[src/rtl/mult_arb_pkg.sv]
// Shared widths and FSM encoding for the shared-multiplier arbiter.
package mult_arb_pkg;
  localparam int A_W = 20;
  localparam int B_W = 8;
  localparam int P_W = 28;

  typedef enum logic [1:0] {
    IDLE = 2'd0,
    BUSY = 2'd1,
    DONE = 2'd2
  } state_t;
endpackage

[src/rtl/TwentyBitMultiplier.sv]
// Combinational 20x8 unsigned multiplier shared by all requesters.
module TwentyBitMultiplier (
  input  logic [19:0] i_a,
  input  logic [7:0]  i_b,
  output logic [27:0] o_p
);
  assign o_p = {8'd0, i_a} * {20'd0, i_b};
endmodule

[src/rtl/rr_priority_picker.sv]
// Round-robin picker: first set request at or above the pointer, wrapping modulo NUM_REQ.
module rr_priority_picker #(
  parameter int NUM_REQ = 4,
  parameter int ID_W    = 2
) (
  input  logic [NUM_REQ-1:0] i_req,
  input  logic [ID_W-1:0]    i_rr_ptr,
  output logic               o_any_req,
  output logic [ID_W-1:0]    o_winner_id
);
  function automatic logic [ID_W-1:0] wrap_add(input logic [ID_W-1:0] base, input int off);
    logic [ID_W:0] s;
    s = {1'b0, base} + (ID_W+1)'(off);
    if (s >= (ID_W+1)'(NUM_REQ)) begin
      s = s - (ID_W+1)'(NUM_REQ);
    end else begin
      s = s;
    end
    return s[ID_W-1:0];
  endfunction

  // Scan from the farthest offset down so the nearest requester is written last and wins.
  always_comb begin
    o_any_req   = 1'b0;
    o_winner_id = '0;
    for (int k = NUM_REQ - 1; k >= 0; k--) begin
      if (i_req[wrap_add(i_rr_ptr, k)]) begin
        o_any_req   = 1'b1;
        o_winner_id = wrap_add(i_rr_ptr, k);
      end else begin
        o_any_req   = o_any_req;
      end
    end
  end
endmodule

[src/rtl/mult_share_arbiter.sv]
// Time-multiplexes one 20x8 multiplier among NUM_REQ requesters with round-robin
// arbitration; each operation takes IDLE->BUSY->DONE and pulses ack in DONE.
module mult_share_arbiter
  import mult_arb_pkg::*;
#(
  parameter int NUM_REQ = 4,
  parameter int ID_W    = 2
) (
  input  logic                   clk,
  input  logic                   reset,
  input  logic [NUM_REQ-1:0]     req,
  input  logic [NUM_REQ*A_W-1:0] a_in,
  input  logic [NUM_REQ*B_W-1:0] b_in,
  output logic [NUM_REQ-1:0]     ack,
  output logic                   valid_out,
  output logic [ID_W-1:0]        grant_id,
  output logic [P_W-1:0]         product_out
);
  state_t              r_state;
  state_t              w_state_nxt;
  logic [ID_W-1:0]     r_rr_ptr;
  logic [ID_W-1:0]     r_grant_id;
  logic [A_W-1:0]      r_a;
  logic [B_W-1:0]      r_b;
  logic [NUM_REQ-1:0]  r_ack;
  logic                r_valid;
  logic [P_W-1:0]      r_product;

  logic                w_any_req;
  logic [ID_W-1:0]     w_winner_id;
  logic [A_W-1:0]      w_a_sel;
  logic [B_W-1:0]      w_b_sel;
  logic [P_W-1:0]      w_product;
  logic [ID_W-1:0]     w_ptr_nxt;
  logic [NUM_REQ-1:0]  w_ack_onehot;

  rr_priority_picker #(
    .NUM_REQ (NUM_REQ),
    .ID_W    (ID_W)
  ) u_picker (
    .i_req       (req),
    .i_rr_ptr    (r_rr_ptr),
    .o_any_req   (w_any_req),
    .o_winner_id (w_winner_id)
  );

  TwentyBitMultiplier u_mult (
    .i_a (r_a),
    .i_b (r_b),
    .o_p (w_product)
  );

  assign w_a_sel      = a_in[w_winner_id*A_W +: A_W];
  assign w_b_sel      = b_in[w_winner_id*B_W +: B_W];
  assign w_ack_onehot = {{(NUM_REQ-1){1'b0}}, 1'b1} << r_grant_id;
  assign w_ptr_nxt    = (r_grant_id == ID_W'(NUM_REQ - 1)) ? '0 : r_grant_id + 1'b1;

  // FSM state register.
  always_ff @(posedge clk) begin
    if (reset) begin
      r_state <= IDLE;
    end else begin
      r_state <= w_state_nxt;
    end
  end

  // FSM next-state logic.
  always_comb begin
    w_state_nxt = r_state;
    case (r_state)
      IDLE: begin
        if (w_any_req) begin
          w_state_nxt = BUSY;
        end else begin
          w_state_nxt = IDLE;
        end
      end
      BUSY:    w_state_nxt = DONE;
      DONE:    w_state_nxt = IDLE;
      default: w_state_nxt = IDLE;
    endcase
  end

  // Operand capture, product register, ack/valid pulse and pointer advance.
  always_ff @(posedge clk) begin
    if (reset) begin
      r_rr_ptr   <= '0;
      r_grant_id <= '0;
      r_a        <= '0;
      r_b        <= '0;
      r_ack      <= '0;
      r_valid    <= 1'b0;
      r_product  <= '0;
    end else begin
      case (r_state)
        IDLE: begin
          r_ack   <= '0;
          r_valid <= 1'b0;
          if (w_any_req) begin
            r_a        <= w_a_sel;
            r_b        <= w_b_sel;
            r_grant_id <= w_winner_id;
          end
        end
        // ack is registered here so it is high exactly while the FSM sits in DONE.
        BUSY: begin
          r_product <= w_product;
          r_ack     <= w_ack_onehot;
          r_valid   <= 1'b1;
        end
        DONE: begin
          r_ack    <= '0;
          r_valid  <= 1'b0;
          r_rr_ptr <= w_ptr_nxt;
        end
        default: begin
          r_ack   <= '0;
          r_valid <= 1'b0;
        end
      endcase
    end
  end

  assign ack         = r_ack;
  assign valid_out   = r_valid;
  assign grant_id    = r_grant_id;
  assign product_out = r_product;
endmodule
[config.mk]
export PLATFORM = sky130hd
export DESIGN_NAME = mult_share_arbiter
export DESIGN_NICKNAME = d
export VERILOG_FILES = /design/src/rtl/mult_arb_pkg.sv /design/src/rtl/TwentyBitMultiplier.sv /design/src/rtl/rr_priority_picker.sv /design/src/rtl/mult_share_arbiter.sv
export SDC_FILE = /design/constraint.sdc
export NUM_CORES = 1
export LEC_CHECK = 0
export ABC_AREA = 1
export BUFFER_PORTS_ARGS = -buffer_cell sky130_fd_sc_hd__buf_2
export CORE_UTILIZATION = 35
export CTS_BUF_LIST = sky130_fd_sc_hd__clkbuf_2 sky130_fd_sc_hd__clkbuf_4 sky130_fd_sc_hd__clkbuf_8
export DETAILED_ROUTE_END_ITERATION = 10
export GPL_ROUTABILITY_DRIVEN = 0
export PLACE_DENSITY = 0.65
export SLEW_MARGIN = 20
export SYNTH_ARGS = -nofsm -noshare
export SYNTH_HDL_FRONTEND = slang
export SYNTH_HIERARCHICAL = 1
export SYNTH_SLANG_ARGS = --single-unit
[constraint.sdc]
create_clock -name clk -period 10.94 [get_ports clk]
set_clock_uncertainty 0.2 [all_clocks]
set_input_delay 2.188 -clock clk [delete_from_list [all_inputs] [get_ports clk]]
set_output_delay 2.188 -clock clk [all_outputs]
set_load 0.005 [all_outputs]
# Word-level counts from Yosys, hierarchy flattened
# Index checks and enable logic that the tools add are counted.
[word_totals] register_bits=67 inputBits=118 out_inout_bits=35 elab_cells=60
[classes] addsub=8 n_mul=2 magnitude_cmp=8 eq_ne=3 n_shift=3 muxes=24 bitwise_logic=1 reduce_logical=3
[ops] cell="variable part select 80 x 8 -> 20 bit" count=1
[ops] cell="variable part select 32 x 6 -> 8 bit" count=1
[ops] cell="multiplier 20 x 8 -> 28 bit" count=1
[ops] cell="2-to-1 mux 2 bit" count=9
[ops] cell="< comparator 2 x 3 -> 1 bit, second input constant" count=4
[ops] cell="2-to-1 mux 1 bit" count=10
[ops] cell=">= comparator 3 bit, second input constant" count=3
[ops] cell="binary-select mux 1 bit (select 2 bit)" count=4
[ops] cell="subtractor 2 x 1 -> 2 bit, second input constant" count=4
[ops] cell="adder 2 x 2 -> 3 bit, second input constant" count=2
[ops] cell="multiplier 2 x 3 -> 5 bit, second input constant" count=1
[ops] cell="equality test 2 bit, second input constant" count=2
[ops] cell="one-hot mux 2 bit (2 select lines)" count=1
[ops] cell="left shift 1 x 2 -> 4 bit, first input constant" count=1
[ops] cell="adder 2 x 1 -> 3 bit, second input constant" count=1
[ops] cell=">= comparator 2 x 3 -> 1 bit, second input constant" count=1
[ops] cell="adder 2 x 1 -> 2 bit, second input constant" count=1
[ops] cell="equality test 2 x 1 -> 1 bit, second input constant" count=1
[ops] cell="logical NOT 2 bit" count=1
[ops] cell="AND reduction 2 bit" count=1
[ops] cell="OR reduction 2 bit" count=1
[ops] cell="NOT 1 bit" count=1

# Logic depth before layout (Yosys ltp)
[depth] ltp_word=11 mapped_depth=24 ltp_nobuf=23

# Modules after synthesis
# The synthesis kept the hierarchy.
[by_module_without_submodules] mod="TwentyBitMultiplier" instances=1 cells_each=954 area_each_um2=5931.9 seq_area_each_um2=0.0
[by_module_without_submodules] mod="mult_share_arbiter" instances=1 cells_each=540 area_each_um2=3400.8 seq_area_each_um2=1341.3
[by_module_without_submodules] mod="rr_priority_picker" instances=1 cells_each=44 area_each_um2=215.2 seq_area_each_um2=0.0

# Least setup slack after synthesis
# Ideal clock, no wire load.
[synth_path] kind="reg-to-reg" startpoint="register r_b[7]" endpoint="register r_product[21], in the netlist product_out[21]" setup_time_ps=116 arrival_ps=4008 t_required_ps=10624 path_slack_ps=6616 stages_incl_launch_ff=23 path_buffers=1 period_less_slack_ps=4324 cell_sequence="dfxtp_1 clkbuf_1 nand2_1 fa_1 fa_1 inv_1 fa_1 inv_1 fa_1 inv_1 ha_1 nand2_1 inv_1 nand2_1 nand2_1 nand2_1 nand3_1 nand2_1 nand2_1 nand2_1 nand2_1 nor2_1 nor2_1"
[synth_between] elab_chain_cells=1
[synth_lines] element="from (decl)" line="mult_share_arbiter.sv:24" rtl="logic [B_W-1:0] r_b;"
[synth_lines] element="from (signal assigned)" line="mult_share_arbiter.sv:101" rtl="r_b <= w_b_sel;"
[synth_lines] element="multiplier 20 x 8 -> 28 bit" line="TwentyBitMultiplier.sv:7" rtl="assign o_p = {8'd0, i_a} * {20'd0, i_b};"
[synth_lines] element="named net w_product[21]" line="mult_share_arbiter.sv:33" rtl="logic [P_W-1:0] w_product;"
[synth_lines] element="to (signal assigned)" line="mult_share_arbiter.sv:107" rtl="r_product <= w_product;"
[synth_lines] element="to (decl)" line="mult_share_arbiter.sv:27" rtl="logic [P_W-1:0] r_product;"
# The timed path passes the listed nets, and every way through them passes these cells.
# A chain may end at the register's enable or synchronous reset.

# Final worst setup path
[layout_path] startpoint="register r_b[7]" endpoint="register r_product[18], in the netlist product_out[18]"
# The elaborated chain is that of the path after synthesis.

==> flow_summary.json <==
{
  "layout_setup_ws_ns": 5.84,
  "async_reset_ff_share_pct": 0,
  "grt_use_total_pct": 19.0,
  "slew_viol_final": 0,
  "rows": 60,
  "grt_pass1_wl_mm": 43.2,
  "final_layout_size_suffix_gt1_share_pct": 13.3,
  "synth_top_cell_by_area": "fa_1",
  "final_common_cell": "nand2_1",
  "min_path_cells": 2,
  "vias": 8944,
  "numCtsBuffers": 9,
  "ys_ff_latch": 67,
  "drt_pre_antenna_iters": 7,
  "layout.nets": 1908,
  "cts-hold-fix-buffers": 0,
  "synth_area_leaders": "fa_1 (23%), nand2_1 (21%), inv_1 (15%), dfxtp_1 (14%), ha_1 (6.4%)",
  "clock_path_buffers": 2,
  "cts_setup_buffers": 0,
  "internal_power_w": 0.000838,
  "crit_path_start": "r_b[7]",
  "critical_path_arrival_ns": 5.22,
  "fmax_mhz": 196,
  "wl_mm": 25.3,
  "worstMarginPinSlew_ns": 0.893,
  "die_w_um": 167,
  "cts.sinks": 67,
  "critPathCaptureType": "flop",
  "status": "finished, final reports clean",
  "hold_path.startpoint": "product_out[12]",
  "dieArea_um2": 27900,
  "fin_crit_sh_pct": 46.6,
  "drt_iter0_drc": 441,
  "worstSetupPathType": "flop to flop",
  "io_buffer_count": 152,
  "antenna_cells": 0,
  "viasPerCell": 4.52,
  "antenna_found_initial": 0,
  "p_leak_nw": 6.89,
  "switchingPower_w": 0.000884,
  "core_um2": 26900,
  "tns_ns": 0,
  "rsz0062_at_grt": "no",
  "synthesis.nets": 1813,
  "ys_types": 34,
  "fin_crit_ns": 5.10,
  "io_pins": 153,
  "syn_inst": 1538,
  "grt_max_degree": 58,
  "syn_avg_cell_area_um2": 6.21,
  "postCtsResizedCells": 0,
  "clk_latency_ns": 0.37,
  "p_total_w": 0.00172,
  "yosysSeqAreaShare_pct": 14.0,
  "p_comb_share_pct": 61.2,
  "r2r-start": "r_b[7]",
  "netlist_area_um2": 9550,
  "grt_pass1_vias": 9090,
  "hold_viol_final": 0,
  "finalSetupViolations": 0,
  "clkTransAtPathRegs_ns": 0.09,
  "synth-main-ff-cell": "dfxtp_1",
  "yosysTopAreaCellShare_pct": 22.6,
  "p_clk_share_pct": 16.3,
  "hpwl_mm": 20.4,
  "cts_tree": "yes",
  "ir_worst_vdd_mv": 0.0639,
  "pwr-share-seq_pct": 22.5,
  "initial_core_util_pct": 35.5,
  "hp-class": "flop to flop",
  "r2r_cells": 18,
  "root_buffer": "clkbuf_8",
  "grt_remaining_overflow": 0,
  "final_antenna_net_count": 0,
  "crit_required_ns": 11.06,
  "layout_common_cells": "nand2_1 (544), inv_1 (385), buf_2 (152)",
  "swShare_pct": 51.3,
  "htree_levels": 3,
  "drv_cap": 0,
  "ys.warnings.count": 6,
  "startpoint_type": "flop",
  "die_h_um": 167,
  "synth_edf_count": 0,
  "wl_per_cell_um": 12.8,
  "power_density_nw_per_um2": 161,
  "syn2layout_area_growth_pct": 12.0,
  "dp_slack_ns": 5.81,
  "drc": 0,
  "cp_max_fo": 21,
  "relSlewSlack_pct": 40.4
}
==> flip-flops by register name, summed over array words and instances, names as in the netlist <==
name	cells
ack	4
grant_id	2
product_out	28
r_a	20
r_b	8
r_rr_ptr	2
r_state	2
valid_out	1
==> area by class of cell <==
type,instances,area [um2]
Timing Repair Buffer,156,791
Clock buffer,9,124
Clock inverter,6,138
Multi-Input combinational cell,1004,6390
Inverter,395,1490
Fill cell,2912,16200
Sequential cell,67,1340
Tap cell,341,427
==> per-stage QoR <==
step / instances / hold slack, ns / instance area (um2) / util, %
2_1_floorplan: 1538 / 0.252 / 9550 / -
3_3_place_gp: 1963 / 0.282 / 10400 / 38.8
3_5_place_dp: 1963 / 0.283 / 10400 / 38.8
4_1_cts: 1978 / 0.303 / 10700 / 39.8
5_1_grt: 1978 / 0.340 / 10700 / 39.8
6_report: 1978 / 0.304 / 10700 / 39.8
==> Yosys cell counts, types with 17 or more instances <==
cell / n
inv_1: 385
clkbuf_1: 24
ha_1: 49
nand3_1: 87
fa_1: 108
buf_2: 17
o21ai_0: 29
buf_1: 18
a21oi_1: 30
nand2_1: 544
dfxtp_1: 67
nor2_1: 92
==> per-layer routing <==
| layer | track usage, % | up-vias | share of wire (%) |
|---|---|---|---|
| li1 | - | 4587 | - |
| met1 | 23.8 | 4052 | 45 |
| met2 | 33.6 | 272 | 48 |
| met3 | 2.88 | 33 | 4.9 |
| met4 | 6.02 | 0 | 2.0 |
| met5 | 0 | - | 0 |
==> cells by family after synthesis <==
| family | share of synthesized area, % |
|---|---|
| flip-flops | 14.0 |
| AND/OR/NAND/NOR | 32.1 |
| AO/OA/AOI/OAI | 4.44 |
| XOR/XNOR | 1.19 |
| buffers and inverters | 19.1 |
| adder cells (fa/ha/maj) | 29.1 |
==> path summary, 6_finish.rpt <==
check	end	slack, ns
max	product_out[18]	5.84
min	product_out[12]	0.30
max reg2reg	product_out[18]	5.84
min reg2reg	product_out[12]	0.30
==> power groups by stage <==
stage          combinational (W)  clock, W  sequential (W)
6_report                 0.00105  0.000281        0.000387
5_1_grt                  0.00122  0.000298        0.000397
4_1_cts                  0.00106  0.000290        0.000387
3_5_place_dp             0.00106         0        0.000392
3_3_place_gp             0.00104         0        0.000393
2_1_floorplan           0.000832         0        0.000312
==> worst max-delay path, cell delays in order (launching register included) <==
cell and delay [ns]:
dfxtp_1 0.89, nand2_1 0.18, fa_1 0.55, fa_1 0.56, inv_1 0.06, fa_1 0.53
inv_1 0.05, fa_1 0.52, inv_1 0.04, ha_1 0.36, nand2_1 0.13, nor2_2 0.17
nand3_2 0.08, nand2_2 0.12, nand2_1 0.06, nand2_1 0.09, xor2_1 0.22, nor2_1 0.10
nor2_1 0.12
No activity file was read; power rests on OpenSTA's default activity.
